File: src/rtl/usr_pkg.sv
// ---------------------------------------------------------------------------
// usr_pkg
//   Shared definitions for the universal shift register.
//   - MODE_* : 3-bit operation select encodings
//   - is_shift(): true for modes that move bits (shift or rotate), which are
//                 also the modes that advance the frame counter
// ---------------------------------------------------------------------------
package usr_pkg;

   localparam int unsigned MODE_W = 3;

   localparam logic [MODE_W-1:0] MODE_HOLD = 3'b000;
   localparam logic [MODE_W-1:0] MODE_LOAD = 3'b001;
   localparam logic [MODE_W-1:0] MODE_SHL  = 3'b010;
   localparam logic [MODE_W-1:0] MODE_SHR  = 3'b011;
   localparam logic [MODE_W-1:0] MODE_ROL  = 3'b100;
   localparam logic [MODE_W-1:0] MODE_ROR  = 3'b101;
   localparam logic [MODE_W-1:0] MODE_CLR  = 3'b110;
   localparam logic [MODE_W-1:0] MODE_RSVD = 3'b111;

   // Shift-class operations: SHL, SHR, ROL, ROR.
   function automatic logic is_shift(input logic [MODE_W-1:0] mode);
      return (mode == MODE_SHL) || (mode == MODE_SHR) ||
             (mode == MODE_ROL) || (mode == MODE_ROR);
   endfunction

   // Number of bits needed to count 0..width-1; never narrower than 1.
   function automatic int unsigned cnt_width(input int unsigned width);
      return (width <= 2) ? 1 : $clog2(width);
   endfunction

endpackage

File: src/rtl/usr_frame_counter.sv
// ---------------------------------------------------------------------------
// usr_frame_counter
//   Counts shift-class operations within a frame of WIDTH shifts and emits a
//   registered one-cycle wrap pulse on the edge that completes the frame.
//
//   Ports:
//     clk   in   rising-edge clock
//     rst   in   asynchronous active-low reset
//     clr   in   restart the frame (load/clear); suppresses any pulse
//     inc   in   one shift-class operation this cycle
//     cnt   out  CW-bit count of shifts in the current frame
//     wrap  out  registered pulse, high the cycle after the WIDTH-th shift
// ---------------------------------------------------------------------------
module usr_frame_counter
   import usr_pkg::*;
#(
   parameter int unsigned WIDTH = 4,
   parameter int unsigned CW    = 2
) (
   input  logic          clk,
   input  logic          rst,
   input  logic          clr,
   input  logic          inc,
   output logic [CW-1:0] cnt,
   output logic          wrap
);

   localparam logic [CW-1:0] LAST = CW'(WIDTH - 1);

   logic [CW-1:0] cnt_q, cnt_d;
   logic          wrap_q, wrap_d;

   always_comb begin
      cnt_d  = cnt_q;
      wrap_d = 1'b0;
      // clr has priority so a load/clear on the would-be final shift
      // cycle restarts the frame without producing a pulse.
      if (clr) begin
         cnt_d = '0;
      end else if (inc) begin
         if (cnt_q == LAST) begin
            cnt_d  = '0;
            wrap_d = 1'b1;
         end else begin
            cnt_d = cnt_q + CW'(1);
         end
      end
   end

   always_ff @(posedge clk or negedge rst) begin
      if (!rst) begin
         cnt_q  <= '0;
         wrap_q <= 1'b0;
      end else begin
         cnt_q  <= cnt_d;
         wrap_q <= wrap_d;
      end
   end

   assign cnt  = cnt_q;
   assign wrap = wrap_q;

endmodule

File: src/rtl/universal_shift_register.sv
// ---------------------------------------------------------------------------
// universal_shift_register
//   WIDTH-bit register with a mode-selected operation each enabled clock:
//   hold, parallel load, logical shift left/right, rotate left/right, clear.
//   A frame counter tracks shifts since the last load/clear and pulses
//   frame_done after WIDTH shifts.
//
//   Ports:
//     clk        in   rising-edge clock
//     rst        in   asynchronous active-low reset
//     en         in   operation enable; 0 forces hold
//     mode       in   3-bit operation select (see usr_pkg MODE_*)
//     d          in   WIDTH-bit parallel load data
//     sin_lsb    in   fill bit entering bit 0 on shift left
//     sin_msb    in   fill bit entering bit WIDTH-1 on shift right
//     q          out  registered parallel output
//     sout_msb   out  q[WIDTH-1], combinational
//     sout_lsb   out  q[0], combinational
//     shift_cnt  out  shifts/rotates completed in the current frame
//     frame_done out  registered one-cycle pulse at frame completion
// ---------------------------------------------------------------------------
module universal_shift_register
   import usr_pkg::*;
#(
   parameter int unsigned      WIDTH     = 4,
   parameter logic [WIDTH-1:0] RESET_VAL = '0,
   localparam int unsigned     CW        = cnt_width(WIDTH)
) (
   input  logic              clk,
   input  logic              rst,
   input  logic              en,
   input  logic [MODE_W-1:0] mode,
   input  logic [WIDTH-1:0]  d,
   input  logic              sin_lsb,
   input  logic              sin_msb,
   output logic [WIDTH-1:0]  q,
   output logic              sout_msb,
   output logic              sout_lsb,
   output logic [CW-1:0]     shift_cnt,
   output logic              frame_done
);

   generate
      if (WIDTH < 2 || WIDTH > 64) begin : g_bad_width
         $error("universal_shift_register: WIDTH must be in 2..64");
      end
   endgenerate

   logic [WIDTH-1:0] q_q, q_d;
   logic             frame_clr;
   logic             frame_inc;

   // Datapath mux; reserved and HOLD fall through to the default.
   always_comb begin
      q_d = q_q;
      if (en) begin
         case (mode)
            MODE_LOAD: q_d = d;
            MODE_SHL:  q_d = {q_q[WIDTH-2:0], sin_lsb};
            MODE_SHR:  q_d = {sin_msb, q_q[WIDTH-1:1]};
            MODE_ROL:  q_d = {q_q[WIDTH-2:0], q_q[WIDTH-1]};
            MODE_ROR:  q_d = {q_q[0], q_q[WIDTH-1:1]};
            MODE_CLR:  q_d = RESET_VAL;
            default:   q_d = q_q;
         endcase
      end
   end

   always_ff @(posedge clk or negedge rst) begin
      if (!rst) begin
         q_q <= RESET_VAL;
      end else begin
         q_q <= q_d;
      end
   end

   assign frame_clr = en && ((mode == MODE_LOAD) || (mode == MODE_CLR));
   assign frame_inc = en && is_shift(mode);

   usr_frame_counter #(
      .WIDTH (WIDTH),
      .CW    (CW)
   ) u_frame_counter (
      .clk  (clk),
      .rst  (rst),
      .clr  (frame_clr),
      .inc  (frame_inc),
      .cnt  (shift_cnt),
      .wrap (frame_done)
   );

   assign q        = q_q;
   assign sout_msb = q_q[WIDTH-1];
   assign sout_lsb = q_q[0];

endmodule

File: config.mk
export PLATFORM = sky130hd
export DESIGN_NAME = universal_shift_register
export DESIGN_NICKNAME = d
export VERILOG_FILES = /design/src/rtl/usr_pkg.sv /design/src/rtl/usr_frame_counter.sv /design/src/rtl/universal_shift_register.sv
export SDC_FILE = /design/constraint.sdc
export NUM_CORES = 1
export LEC_CHECK = 0
export ABC_AREA = 1
export CAP_MARGIN = 20
export CORE_MARGIN = 8
export CORE_UTILIZATION = 38
export CTS_CLUSTER_DIAMETER = 100
export CTS_CLUSTER_SIZE = 10
export DETAILED_ROUTE_END_ITERATION = 12
export PLACE_DENSITY = 0.74
export RECOVER_POWER = 25
export SLEW_MARGIN = 20
export SYNTH_ARGS = -nofsm -noshare
export SYNTH_HDL_FRONTEND = slang
export SYNTH_SLANG_ARGS = --single-unit
File: constraint.sdc
create_clock -name clk -period 0.9 [get_ports clk]
set_clock_uncertainty 0.05 [all_clocks]
set_input_delay 0.18 -clock clk [delete_from_list [all_inputs] [get_ports clk]]
set_output_delay 0.18 -clock clk [all_outputs]
set_load 0.02 [all_outputs]
# Word-level counts from Yosys, hierarchy flattened
# Cells that the tools add are included.
# word_totals
reg_bits	7
# classes
addsub	1
muxes	7
n_eq_ne	7
reduce_logical	9
# op_table
op	count
4-bit case mux with 6 select lines	1
3-bit == test, second input constant	3
3-bit by 2-bit == test with 1-bit output, second input constant	2
2-bit 2-to-1 mux	3
6-bit nonzero test	1
1-bit logical OR	4
3-bit by 1-bit == test with 1-bit output, second input constant	1
1-bit 2-to-1 mux	3
2-bit by 1-bit adder with 2-bit output, second input constant	1
2-bit == test, second input constant	1
1-bit logical AND	2
2-bit AND reduction	1
2-bit nonzero test	1

# Logic depth before layout (Yosys ltp)
# Gate-level depths: netlist of the first run.
# depth
depth_word	7
ltp_mapped	10

# Hierarchy
# Synthesis of the first run repeated with hierarchy kept, for this count alone.
# hier_totals
cells_unflattened	82
area_unflattened_um2	540.5
# by_module_without_submodules
mod	instances	area_each_um2	cells_each
universal_shift_register	1	406.6	67
usr_frame_counter	1	133.9	15

# Worst setup path after synthesis of the first run
# Ideal clock, no wire load.
# synth_timing
kind	input port to flip-flop
start	input mode[1]
end	register u_frame_counter.cnt_q[1], in the netlist u_frame_counter.cnt[1]
path_buffers	1
setup_slack_ps	-284
path_stages	8
required_time_ps	785
arrival_time_ps	1069
path_cell_list	buf_6 -> inv_1 -> ha_1 -> nor2_1 -> inv_1 -> nor2_1 -> nand2_1 -> nand2_1
# synth_via
elab_chain_cells	6
word_cells_on_any_way	14
cone_classes	eq/ne (6); mux (1); reduce/logical (7)
# synth_lines
element	line	rtl
from (decl)	universal_shift_register.sv:32	input logic [MODE_W-1:0] mode,
3-bit by 2-bit == test with 1-bit output	usr_pkg.sv:23	return (mode == MODE_SHL) || (mode == MODE_SHR) ||
1-bit logical OR (2 in series)	usr_pkg.sv:23	
1-bit logical OR	usr_pkg.sv:24	(mode == MODE_ROL) || (mode == MODE_ROR);
1-bit logical AND	universal_shift_register.sv:78	assign frame_inc = en && is_shift(mode);
2-bit nonzero test (no source line)	-	
to (signal assigned)	usr_frame_counter.sv:55	cnt_q <= cnt_d;
to (decl)	usr_frame_counter.sv:30	logic [CW-1:0] cnt_q, cnt_d;
# Several ways; a longest one is shown, not always the timed one.
# A chain may end at the register's enable or synchronous reset.

# Worst setup path after layout of the first run
# layout_timing
start	register u_frame_counter.cnt_q[1], in the netlist u_frame_counter.cnt[1]
end	register u_frame_counter.cnt_q[0], in the netlist u_frame_counter.cnt[0]
# layout_via
elab_chain_cells	4
# layout_lines
element	line	rtl
2-bit == test	usr_frame_counter.sv:41	if (cnt_q == LAST) begin
2-bit 2-to-1 mux	usr_frame_counter.sv:41	
2-bit 2-to-1 mux	usr_frame_counter.sv:40	end else if (inc) begin
2-bit 2-to-1 mux	usr_frame_counter.sv:38	if (clr) begin
# No other way between the ends. The select of a mux whose other input is x is not followed.

==> flow_summary.toml, run 1 <==
[logic_synthesis]
synth_warnings = 0
avgSynthCellArea_sq_um = 6.99
yosysSeqAreaShare = 0.302
ys_seq_elements = 7
netlist_area_sq_um = 581
postSynthCellCount = 83
synth_cell_types = 19
syn_nets = 97

[cts]
clockRootBuffer = "clkbuf_4"
cts_made_buffers = 3
clock_sinks = 7
clkLatencyLatePin_ps = 250
cts_hold_buf = 0
clkTransAtPathRegs_ps = 50
clk_path_buf_depth = 2
cts_tree = "built"
cts.htree.levels = 1

[sta]
relSlewSlack = 0.780
rsz0062_at_grt = "yes"
worst_pin_slew_ps = 329
hold_viol = 0
drv_slew = 0
fin_ws_ps = -170
max_freq_ghz = 0.935
period_needed_ps = 1070
fin_crit_sh = 1.19
finalSetupViolations = 16

[floorplan]
die_y_microns = 55.1
io_pins = 21
core_area_sq_um = 1470
dieArea_sq_um = 3030
die_w_microns = 55.1
fp-row-count = 14
initial_core_util = 0.395

[critical_path]
start_kind = "flip-flop"
r2r_end = "u_frame_counter.cnt[0]$_DFFE_PN0P_"
crit_type = "reg -> reg"
cp_slowest_cell = "dfrtp_2"
worst-endpoint-required_ps = 1030
critPathMaxFanout = 2
rr_worst_depth = 7
cp_cell_sequence = "buf_6 -> ha_4 -> inv_2 -> nand3_2 -> o21ai_2 -> nand2_1 -> inv_1"
critPathCaptureType = "flip-flop"
r2r_slack_ps = -170
slowest_delay_ps = 410
crit_start = "u_frame_counter.cnt[1]$_DFFE_PN0P_"
arrival_ps = 1200
r2r-start = "u_frame_counter.cnt[1]$_DFFE_PN0P_"

[pwr]
worst_ir_drop_vdd_v = 0.00108
power.total_uw = 1700
leakage_uw = 0.000516
powerDensity_nw_per_um2 = 1620

[place]
placement.setup.worst_slack_ps = -705
finalWeightedCongestion = 0.784
place_inst = 129
hpwl_mm = 1.33
numPortBuffers = 20

[detailed_routing]
drtPass1Iterations = 4
postRouteAntennaNets = 0
route.detailed.drc = 0
routedWlPerCell_microns = 12.4
vias = 646
vias_per_cell = 4.72
drtIter0Drc = 6
drt-total-wl_mm = 1.70

[finish]
final_cells = 137
drive_gt1_frac = 0.612
fin_util = 0.716
n_antenna_cell = 0
final_nets = 136
syn2layout_area_growth_pct = 81.5

[grt]
grt_pass1_vias = 740
grt.total_usage = 0.124
antenna_found_initial = 0
grt_pass1_wl_mm = 2.79
overflow = 0
grt_start_max_net_pins = 8

[worst_hold_path]
hold_class = "in -> async"

[job]
cap_violations = 0

[run_status]
violations = "negative setup slack"
outcome = "finished, violations left"
## stage by stage
stage	setup TNS (ps)	cell area, sq um	hold WS, ps
2_1_floorplan	-676	628	-166
3_3_place_gp	-7130	936	395
3_5_place_dp	-7340	936	411
4_1_cts	-2140	1010	135
5_1_grt	-2610	1050	228
6_report	-2040	1050	206
## worst max path at each step
| stage | endpoint | slack (ps) | cells after the start |
|---|---|---|---|
| global placement | q[0]$_DFFE_PN0P_ | -690 | 10 |
| detailed placement | q[0]$_DFFE_PN0P_ | -710 | 10 |
| finish | u_frame_counter.cnt[0]$_DFFE_PN0P_ | -170 | 7 |
| floorplan | q[1]$_DFFE_PN0P_ | -140 | 10 |
| global route | u_frame_counter.cnt[0]$_DFFE_PN0P_ | -220 | 7 |
| CTS | u_frame_counter.cnt[0]$_DFFE_PN0P_ | -170 | 7 |
## power breakdown
| group | total, uW | switching [uW] | internal (uW) | leakage [uW] |
|---|---|---|---|---|
| logic | 963 | 476 | 487 | 0.000419 |
| registers | 457 | 63.1 | 394 | 0.0000825 |
| clock network | 283 | 114 | 169 | 0.0000150 |
| total | 1700 | 653 | 1050 | 0.000516 |
## flip-flops by register name (all words and copies together) (netlist names)
name,count
q,4
u_frame_counter.wrap,1
u_frame_counter.cnt,2
## cell usage after synthesis
master / instances / area [sq um]
buf_6: 1 / 11.3
nand2_4: 2 / 22.5
o21ai_0: 1 / 5.00
inv_4: 1 / 6.26
ha_1: 2 / 25.0
nor3_1: 1 / 5.00
nand2_2: 2 / 12.5
o22ai_2: 1 / 12.5
inv_2: 2 / 7.51
nor2_1: 7 / 26.3
inv_1: 10 / 37.5
nand2_1: 24 / 90.1
nor2_2: 5 / 31.3
nand3_1: 5 / 25.0
buf_4: 2 / 15.0
nand4_1: 7 / 43.8
dfrtp_1: 7 / 175
nand3_2: 2 / 20.0
a21oi_2: 1 / 8.76
## final cells by class
class                      instances  area, sq um
multi-input combinational         60          412
timing repair buffer              37          353
inverter                          13         63.8
clock buffer                       4         26.3
tap                               16         20.0
fill                             117          418
sequential                         7          179
## cells in the final DEF, fill, tap and decap left out, drive strengths merged
cell / n
a21oi: 1
buf: 28
clkbuf: 4
clkdlybuf4s15: 1
clkdlybuf4s50: 6
dfrtp: 7
dlygate4sd2: 1
dlygate4sd3: 1
ha: 2
inv: 13
nand2: 28
nand3: 7
nand4: 7
nor2: 12
nor3: 1
o21ai: 1
o22ai: 1
## metal layers
layer  track usage  vias up  part of all wire
met5             0        -                 0
met4        0.0840        0             0.019
met3        0.0267        3              0.10
met2         0.229       22              0.49
met1         0.119      282              0.39
li1              -      339                 -
## repair_timing
action | 4_1_cts | 5_1_grt
pin swaps | 10 | 11
setup endpoints to repair | 16 | 16
setup buffers | 3 | 1
resized for setup | 69 | 16
cloned | 0 | 0
## worst max-delay path, delay by kind of cell, from the launching register on
kind,cells,cell delay [ps]
AOI/OAI and AO/OA,1,60
adders and majority gates,1,140
buffers and inverters,3,220
DFF,1,410
and+or+nand+nor,2,120
## cell families (layout without fill, tap and decap cells)
logic type               Yosys count  after routing  synth area share
AO/OA/AOI/OAI                      3              3            0.0452
adder cells (fa/ha/maj)            2              2            0.0431
buffers and inverters             16             54             0.134
flip-flops                         7              7             0.302
AND/OR/NAND/NOR                   55             55             0.476
No activity file was read; power rests on OpenSTA's default activity.
==> run 2, diff against run 1 <==
- CORE_AREA: default -> 8 8 45 47
- CORE_MARGIN: 8 -> default
- CORE_UTILIZATION: 38 -> default
- DIE_AREA: default -> 0 0 53 55
- PLACE_DENSITY: 0.74 -> 0.79
- clock period: 0.9 -> 1.4 ns (I/O delays scaled with it)
==> run 2 against run 1 <==
  * The flow now finishes without violations
  * Critical path depth decreased by 6
  * Worst setup slack improved by 250 ps
  * Register-to-register slack improved by 510 ps
  * Wire length decreased by 14%
  * Cell count decreased by 7.3%
  * Total power decreased by 49%
  * Critical endpoint is now shift_cnt[0]
==> flow_summary.toml, run 2 (same netlist as run 1, synthesis figures left out) <==
[run_status]
outcome = "finished, final reports clean"

[detailed_routing]
drtIter0Drc = 8
route.detailed.drc = 0
drt-total-wl_mm = 1.47
vias_per_cell = 4.74
routedWlPerCell_microns = 11.6
vias = 602
postRouteAntennaNets = 0
drtPass1Iterations = 4

[place]
numPortBuffers = 20
place_inst = 123
finalWeightedCongestion = 0.816
hpwl_mm = 1.20
post_dp_cell_area_sq_um = 827

[cts]
cts_tree = "built"
clk_path_buf_depth = 2
cts.htree.levels = 1
clock_sinks = 7
clkLatencyLatePin_ps = 250
cts_made_buffers = 3
post_cts_buffers = 0
cts_hold_buf = 0
clockRootBuffer = "clkbuf_4"
clkTransAtPathRegs_ps = 50

[finish]
fill_cells = 142
layout_commonest_cell = "nand2_1"
largest_register_ffs = 4
multi_input_area_sq_um = 330
fin_util = 0.610
drive_gt1_frac = 0.243
n_antenna_cell = 0
final_cell_mix = "nand2_1 (24), dlygate4sd2_1 (11), inv_1 (10)"
finish.instance_area_sq_um = 845
final_nets = 126
final_cells = 127
regArea_sq_um = 175
syn2layout_area_growth_pct = 45.5

[sta]
fin_crit_sh = 0.941
rsz0062_at_grt = "no"
relSlewSlack = 0.799
max_freq_ghz = 0.759
period_needed_ps = 1320
holdWs_ps = 300
worst_pin_slew_ps = 301
finalSetupViolations = 0
drv_slew = 0
hold_viol = 0

[critical_path]
r2r-start = "u_frame_counter.cnt[0]$_DFFE_PN0P_"
critical-path-top-delay-family = "flip-flops"
cp_cell_sequence = "dlygate4sd2_1"
arrival_ps = 990
cp_slowest_cell = "dfrtp_1"
r2r_slack_ps = 340
start_kind = "flip-flop"
critPathCaptureType = "output port"
crit_type = "reg -> out"
critPathMaxFanout = 3
worst-endpoint-required_ps = 1070
r2r_end = "u_frame_counter.cnt[0]$_DFFE_PN0P_"
slowest_delay_ps = 400
path_buf_inv = 1
rr_worst_depth = 6

[grt]
grt_pass1_wl_mm = 2.42
antenna_found_initial = 0
overflow = 0
grt_pass1_vias = 584
grt.total_usage = 0.108
grt_start_max_net_pins = 8

[pwr]
worst_ir_drop_vdd_v = 0.000792
p_sw_frac = 0.395
power.share.combinational = 0.463
netSwitchingPower_uw = 344
powerDensity_nw_per_um2 = 1030
power_frac_clock = 0.205
p_seq_frac = 0.332
leakage_uw = 0.000463
p_int_uw = 527
power.total_uw = 871

[job]
cap_violations = 0

[floorplan]
io_pins = 21
core_area_sq_um = 1380
dieArea_sq_um = 2920
fp-row-count = 14
initial_core_util = 0.420
die_y_microns = 55
die_w_microns = 53

[worst_hold_path]
hold_class = "in -> async"
[run 2: timing repair]
item / in CTS / in global routing
setup endpoints to repair: 14 / 6
resized for setup: 12 / 1
pin swaps: 2 / 0
[run 2: power groups by stage]
stage | clock network, uW | logic (uW) | registers, uW
final | 178 | 403 | 289
after global routing | 204 | 442 | 295
after CTS | 190 | 408 | 288
after detailed placement | 0 | 448 | 293
after global placement | 0 | 440 | 289
after floorplan | 0 | 186 | 347
[run 2: area by class of cell]
| class | instances | share of cell area |
|---|---|---|
| Multi-Input combinational cell | 60 | 0.391 |
| Timing Repair Buffer | 27 | 0.286 |
| Sequential cell | 7 | 0.207 |
| Inverter | 13 | 0.0607 |
| Clock buffer | 4 | 0.0311 |
| Tap cell | 16 | 0.0237 |
[run 2: metrics by stage]
stage / setup slack, ps / setup TNS [ps]
after detailed placement: -409 / -2250
after global placement: -331 / -1940
final: 82.8 / 0
after CTS: 14.1 / 0
after floorplan: 116 / 0
after global routing: 33.7 / 0
[run 2: worst max path at each step]
stage	depth (start not counted)	to	startpoint	slack, ps
after floorplan	8	u_frame_counter.cnt[1]$_DFFE_PN0P_	mode[1]	120
after global routing	1	shift_cnt[0]	u_frame_counter.cnt[0]$_DFFE_PN0P_	30
after detailed placement	7	u_frame_counter.cnt[1]$_DFFE_PN0P_	mode[2]	-410
after global placement	7	u_frame_counter.cnt[1]$_DFFE_PN0P_	mode[2]	-330
final	1	shift_cnt[0]	u_frame_counter.cnt[0]$_DFFE_PN0P_	80
after CTS	8	q[1]$_DFFE_PN0P_	mode[0]	10
[run 2: routing by layer]
layer,vias up,global-route usage,routed length (microns)
li1,317,-,-
met1,269,0.122,697
met2,16,0.178,681
met3,0,0.0214,90
met4,0,0.0776,0
met5,-,0,0
